## config.mk

```make
export PLATFORM = sky130hd
export DESIGN_NAME = cache_line_mover
export DESIGN_NICKNAME = d
export VERILOG_FILES = /design/src/rtl/cache_line_mover.sv
export SDC_FILE = /design/constraint.sdc
export NUM_CORES = 1
export LEC_CHECK = 0
export CAP_MARGIN = 30
export CORE_AREA = 2 2 123 125
export DETAILED_ROUTE_END_ITERATION = 10
export DIE_AREA = 0 0 125 127
export GPL_TIMING_DRIVEN = 0
export PLACE_DENSITY = 0.77
export REMOVE_ABC_BUFFERS = 1
export SETUP_SLACK_MARGIN = 0.4
export SLEW_MARGIN = 20
export SYNTH_ARGS = -nofsm -noshare
export SYNTH_HDL_FRONTEND = slang
export SYNTH_SLANG_ARGS = --single-unit
export TNS_END_PERCENT = 20
```

## constraint.sdc

```tcl
create_clock -name clk -period 2.5 [get_ports clk]
set_input_delay 0.375 -clock clk [delete_from_list [all_inputs] [get_ports clk]]
set_output_delay 0.375 -clock clk [all_outputs]
set_load 0.05 [all_outputs]
```

## src/rtl/cache_line_mover.sv

```systemverilog
// Line transfer engine: optionally writes a victim line back to memory word by word,
// then refills the line from memory and commits tag, clean state and LRU tick.
//
// state | meaning
// IDLE  | waiting for a request; req_ready high
// WB    | writing victim words {old_tag, set, w} to memory
// FILL  | reading words {new_tag, set, w} from memory into the line
// DONE  | one-cycle completion pulse
module cache_line_mover #(
  parameter int TAG_WIDTH  = 20,
  parameter int SET_WIDTH  = 8,
  parameter int LINE_WIDTH = 4,
  parameter int KEY_WIDTH  = 2,
  parameter int N          = 2**(LINE_WIDTH-2)
) (
  input  logic                  clk,
  input  logic                  reset_n,
  input  logic                  req_valid,
  output logic                  req_ready,
  input  logic [KEY_WIDTH-1:0]  req_key,
  input  logic [SET_WIDTH-1:0]  req_set,
  input  logic                  req_dirty,
  input  logic [TAG_WIDTH-1:0]  req_old_tag,
  input  logic [TAG_WIDTH-1:0]  req_new_tag,
  input  logic [31:0]           req_tick,
  output logic                  line_en,
  output logic                  line_by_tag,
  output logic [KEY_WIDTH-1:0]  line_key,
  output logic [LINE_WIDTH-1:0] line_index,
  output logic [2:0]            line_ctrl,
  output logic [31:0]           line_data,
  output logic [31:0]           line_set_tick,
  output logic [TAG_WIDTH-1:0]  line_set_tag,
  input  logic                  line_hit,
  input  logic [31:0]           line_out,
  output logic                  mem_req,
  output logic                  mem_we,
  output logic [31:0]           mem_addr,
  output logic [31:0]           mem_wdata,
  input  logic                  mem_ack,
  input  logic [31:0]           mem_rdata,
  output logic                  busy,
  output logic                  done
);

  localparam int WW = LINE_WIDTH - 2;

  typedef enum logic [1:0] {IDLE, WB, FILL, DONE} state_t;

  state_t                 r_state;
  state_t                 w_state_nxt;
  logic [WW-1:0]          r_w;
  logic [KEY_WIDTH-1:0]   r_key;
  logic [SET_WIDTH-1:0]   r_set;
  logic [TAG_WIDTH-1:0]   r_old_tag;
  logic [TAG_WIDTH-1:0]   r_new_tag;
  logic [31:0]            r_tick;
  logic                   w_last;
  logic                   w_accept;
  logic                   w_unused_hit;

  // line_hit is a controller contract; the mover never consumes it.
  assign w_unused_hit = line_hit;

  assign w_last   = (r_w == WW'(N-1));
  assign w_accept = (r_state == IDLE) && req_valid;

  assign line_by_tag   = 1'b0;
  assign line_key      = r_key;
  assign line_index    = {r_w, 2'b00};
  assign line_data     = mem_rdata;
  assign line_set_tick = r_tick;
  assign line_set_tag  = r_new_tag;
  assign mem_wdata     = line_out;

  always_ff @(posedge clk or negedge reset_n) begin
    if (!reset_n) r_state <= IDLE;
    else          r_state <= w_state_nxt;
  end

  always_comb begin
    w_state_nxt = r_state;
    req_ready   = 1'b0;
    busy        = 1'b1;
    done        = 1'b0;
    mem_req     = 1'b0;
    mem_we      = 1'b0;
    mem_addr    = {r_new_tag, r_set, r_w, 2'b00};
    line_en     = 1'b0;
    line_ctrl   = 3'b000;
    case (r_state)
      IDLE: begin
        req_ready = 1'b1;
        busy      = 1'b0;
        if (req_valid) w_state_nxt = req_dirty ? WB : FILL;
      end
      WB: begin
        mem_req  = 1'b1;
        mem_we   = 1'b1;
        mem_addr = {r_old_tag, r_set, r_w, 2'b00};
        if (mem_ack && w_last) w_state_nxt = FILL;
      end
      FILL: begin
        mem_req = 1'b1;
        line_en = mem_ack;
        // The last word also loads tag, valid, clean and tick in one write.
        line_ctrl = w_last ? 3'b111 : 3'b001;
        if (mem_ack && w_last) w_state_nxt = DONE;
      end
      DONE: begin
        done        = 1'b1;
        w_state_nxt = IDLE;
      end
      default: w_state_nxt = IDLE;
    endcase
  end

  always_ff @(posedge clk or negedge reset_n) begin
    if (!reset_n) begin
      r_w       <= '0;
      r_key     <= '0;
      r_set     <= '0;
      r_old_tag <= '0;
      r_new_tag <= '0;
      r_tick    <= '0;
    end else if (w_accept) begin
      r_w       <= '0;
      r_key     <= req_key;
      r_set     <= req_set;
      r_old_tag <= req_old_tag;
      r_new_tag <= req_new_tag;
      r_tick    <= req_tick;
    end else if (mem_req && mem_ack) begin
      r_w <= r_w + 1'b1;
    end
  end

endmodule

```

After elaboration in Yosys (flattened, before gate mapping)
Cells that the tools add are included.
{"block": "classes", "n_addsub": 1, "eq_ne": 7, "muxes": 16, "n_reduce_logical": 7}
{"operator": "32-bit 2-to-1 mux", "count": 1}
{"operator": "2-bit 2-to-1 mux", "count": 6}
{"operator": "2-bit case mux with 4 select lines", "count": 1}
{"operator": "2-bit == test, second input constant", "count": 3}
{"operator": "1-bit 2-to-1 mux", "count": 6}
{"operator": "3-bit 2-to-1 mux", "count": 2}
{"operator": "2-bit != test, second input constant", "count": 3}
{"operator": "1-bit logical AND", "count": 3}
{"operator": "3-bit AND reduction", "count": 1}
{"operator": "2-bit by 1-bit adder with 2-bit output, second input constant", "count": 1}
{"operator": "2-bit by 1-bit == test with 1-bit output, second input constant", "count": 1}
{"operator": "2-bit zero test", "count": 1}
{"operator": "2-bit nonzero test", "count": 1}
{"operator": "2-bit OR reduction", "count": 1}
{"block": "totals", "ff_bits": 86, "input_bits": 152, "out_inout_bits": 164, "elab_cells": 38}

Longest topological paths before layout
Gate-level depths: netlist of the first run.
{"block": "logic_depth", "word_depth": 6, "depth_mapped": 5, "ltp_nobuf": 5}

Least setup slack after synthesis of the first run
Ideal clock, no wire load.
{"block": "synth_timing", "kind": "reg2out", "start": "register r_state[0]", "end": "output port line_ctrl[2]", "arrival_time_ps": 1800, "required_time_ps": 2125, "slack_ps": 325, "stages_incl_launch_ff": 5, "n_path_buf": 1, "cell_sequence": "dfrtp_1 > inv_1 > ha_1 > and2_1 > buf_4"}
{"block": "synth_between", "elab_chain_cells": 2}
{"item": "start, declared", "line_no": "50", "text": "state_t r_state;"}
{"item": "start signal, assigned", "line_no": "78", "text": "else r_state <= w_state_nxt;"}
{"item": "2-bit == test", "line_no": "91", "text": "case (r_state)"}
{"item": "3-bit 2-to-1 mux", "line_no": "91"}
{"item": "end, declared", "line_no": "30", "text": "output logic [2:0] line_ctrl,"}
Every way passes these cells.

Worst setup path after layout of the first run
{"block": "layout_timing", "start": "register r_state[0]", "end": "output port line_en"}
{"block": "layout_between", "elab_chain_cells": 2}
{"item": "2-bit == test", "line_no": "91"}
{"item": "1-bit 2-to-1 mux", "line_no": "91"}
{"item": "end, declared", "line_no": "26", "text": "output logic line_en,"}
Every way passes these cells.

==> results of run 1 <==
[layout make-up]
class,count,area [µm²],share of cell area [%]
Clock buffer,10,229,3.84
Inverter,3,11.3,0.189
Timing Repair Buffer,191,1900,31.8
Sequential cell,86,2150,36.1
Tap cell,184,230,3.86
Clock inverter,5,61.3,1.03
Multi-Input combinational cell,127,1380,23.2
[path summary, 6_finish.rpt]
check | slack [ns] | cells after the start | endpoint
setup / recovery | 0.28 | 4 | line_en
hold / removal | 0.02 | 1 | line_set_tick[14]
setup reg to reg | 0.34 | 5 | line_set_tick[15]
hold reg to reg | 0.50 | 1 | r_old_tag[1]
max in group asynchronous | 1.84 | 2 | r_old_tag[11]
min in group clk | 0.50 | 1 | r_old_tag[1]
[synth_stat cells]
| cell | n |
|---|---|
| a21oi_1 | 3 |
| and2_1 | 2 |
| buf_2 | 2 |
| buf_4 | 72 |
| clkbuf_8 | 8 |
| conb_1 | 1 |
| dfrtp_1 | 86 |
| ha_1 | 5 |
| inv_1 | 3 |
| mux2_2 | 95 |
| mux2_4 | 7 |
| mux2i_1 | 4 |
| nand2_1 | 1 |
| nand2_4 | 1 |
| nor2b_1 | 1 |
| o21a_1 | 1 |
| o2bb2ai_1 | 1 |
| xor2_1 | 1 |
[per-stage QoR]
stage / instances / utilization (%) / power (mW) / cell area, µm² / setup TNS, ns
2_1_floorplan: 216 / - / 7.00 / 3530 / 0
3_3_place_gp: 581 / 38.7 / 9.14 / 5580 / -183.23
3_5_place_dp: 583 / 39.0 / 9.29 / 5630 / -2.97
4_1_cts: 606 / 41.6 / 10.7 / 6000 / 0
5_1_grt: 606 / 41.3 / 11.1 / 5960 / 0
6_report: 606 / 41.3 / 10.6 / 5960 / 0
[state kept, by name (all words and copies together), names as in the netlist]
name           count
r_w                2
r_set              8
line_set_tick     32
r_state            2
r_old_tag         20
line_key           2
line_set_tag      20
[layer usage]
| layer | routed length [µm] | global-route usage (%) | vias to the layer above |
|---|---|---|---|
| li1 | - | - | 1167 |
| met1 | 5010 | 18.1 | 1340 |
| met2 | 5850 | 24.3 | 260 |
| met3 | 3430 | 20.3 | 18 |
| met4 | 154 | 4.44 | 4 |
| met5 | 160 | 8.36 | - |
[power groups by stage]
| stage | Clock [mW] | Sequential [mW] | Combinational, mW |
|---|---|---|---|
| final | 1.33 | 2.54 | 6.73 |
| after global placement | 0 | 2.50 | 6.63 |
| after global routing | 1.44 | 2.64 | 6.97 |
| after detailed placement | 0 | 2.56 | 6.73 |
| after CTS | 1.37 | 2.55 | 6.78 |
| after floorplan | 0 | 4.38 | 2.62 |
[repair_timing]
item / 4_1_cts / 5_1_grt
hold buffers: 0 / 0
hold endpoints to repair: 0 / 0
endpoints found under the setup margin: 33 / 73
buffers inserted: 8 / 0
resized for setup: 78 / 53
[worst max-delay path, stage by stage, from the launching register on]
cell and delay, ns:
dfrtp_1 0.43, inv_1 0.12, ha_1 0.25, and2_1 0.15
dlygate4sd2_1 0.54
[cells by family (layout without fill, tap and decap cells)]
kind of cell	Yosys count	after routing	share of synthesized area [%]
other	1	5	0.0897
buffers and inverters	85	209	16.1
flip-flops	86	86	51.5
XOR/XNOR	1	1	0.210
AND/OR/NAND/NOR	5	5	0.808
adder cells (fa/ha/maj)	5	5	1.50
multiplexers	106	106	29.1
AO/OA/AOI/OAI	5	5	0.749
==> results.md, run 1 <==
* Max frequency at 451 MHz
* Vias in the first global route at 3092
* Largest net degree at the start of global routing at 47
* Setup Crit Path Kind: reg -> out
* Fillcell total at 1338
* Max clock buf depth at 2
* Initial antenna violation count at 0
* First DRT Iteration DRCs at 56
* Initial Utilization at between 20% and 30%
* Final period util at 88.7%
* CTS Buf Count at 9
* Seq pwr share at 24.0%
* Total GRT Usage at between 10% and 20%
* I/O Buffers at 181
* Worst Tran Pin Value at between 0.5 and 0.6 ns
* Status: complete, no violations
* Post-synth top area share at slightly above 50%
* CP required at 2.12 ns
* Final hold slack at 0.0166 ns
* Sw Share at 48.9%
* Yosys top cell by area: dfrtp_1
* Gate power share at 63.5%
* WP data arrival at 1.84 ns
* Top cells by area, synth: dfrtp_1 (51%), mux2_2 (26%), buf_4 (13%)
* Slew HR at around 62%
* Gate Count Post-Synth at 294
* DRC viols at 0
* Hold Crit Class: in -> async
* Row cnt at 44
* CP Launch Type: flip-flop
* Post-synthesis register bit count at 86
* WL final at 14.6 mm
* Die Width at 125 µm
* Final Skew at between 0.005 and 0.006 ns
* Syn Area/Cell at 14.2 µm²
* 1st-pass router iterations at 5
* Final ANT Viol Nets at 0
* Fin crit period at approximately 2.2 ns
* Placer Congestion at between 0.8 and 0.9
* Yosys warns at 0
* Commonest non-fill, non-tap cell in the layout: clkdlybuf4s50_1
* # nets final at 575
* CP Capture Type: output pin
* Avg WL per Cell at 24.1 µm
* Number of diodes at 0
* Pwr per Cell Area at 1780 nW/µm²
* Vias per cell at 4.60
* Distinct cell type count after synthesis at 18
* Total core area at around 14000 µm²
* Clk pwr share at 12.5%
* CTS tree: yes
* Final Max Slew Viols at 0
* Layout cells sized above 1 at 36.3%
* Sw Pwr at between 5 and 6 mW
* LEAKAGE at 2.55 nW
* Detailed placer's ending HPWL at 11.7 mm
* Critical Path Fanout Max at 5
* CTS HTree Levels at 3
* Clock Latency Late Sink at 0.34 ns
* Total clock sinks at 86
* Beginning of the worst register-to-register path: r_state[0]
* Internal at 5.42 mW
* Final hold vios at 0
* Final setup violation count at 0
* Synth Cell Area at 4180 µm²
* Crit path launch: r_state[0]
* Via count at 2789
* Overflow after GRT at 0
* Die area at 15900 µm²
* Die Y at roughly 130 µm
* Max VDD drop at approximately 0.97 mV
* RSZ-0062 raised after global routing: yes
* Final worst setup slack at ~0.28 ns
* Most frequent cells in the layout: clkdlybuf4s50_1 (152), mux2_2 (95), dfrtp_1 (86)
* CTS Root Cell: clkbuf_16
* Area growth from synthesis to layout at 42.7%
* Post-synthesis sequential area ratio at around half
* CTS clock-pin slew for the worst setup and hold paths at 0.06 ns
* Maxcap violations at 0
* I/O pins at 316
* First-pass GRT wire length at roughly 21 mm
* Pre-CTS setup slack at -0.194 ns
Note: power is estimated with default switching activity, not from simulation.
==> run 2, diff against run 1 <==
- GPL_ROUTABILITY_DRIVEN: unset -> 0
==> results of run 2 <==
Final layout, timing and power as in run 1 (identical DEF).
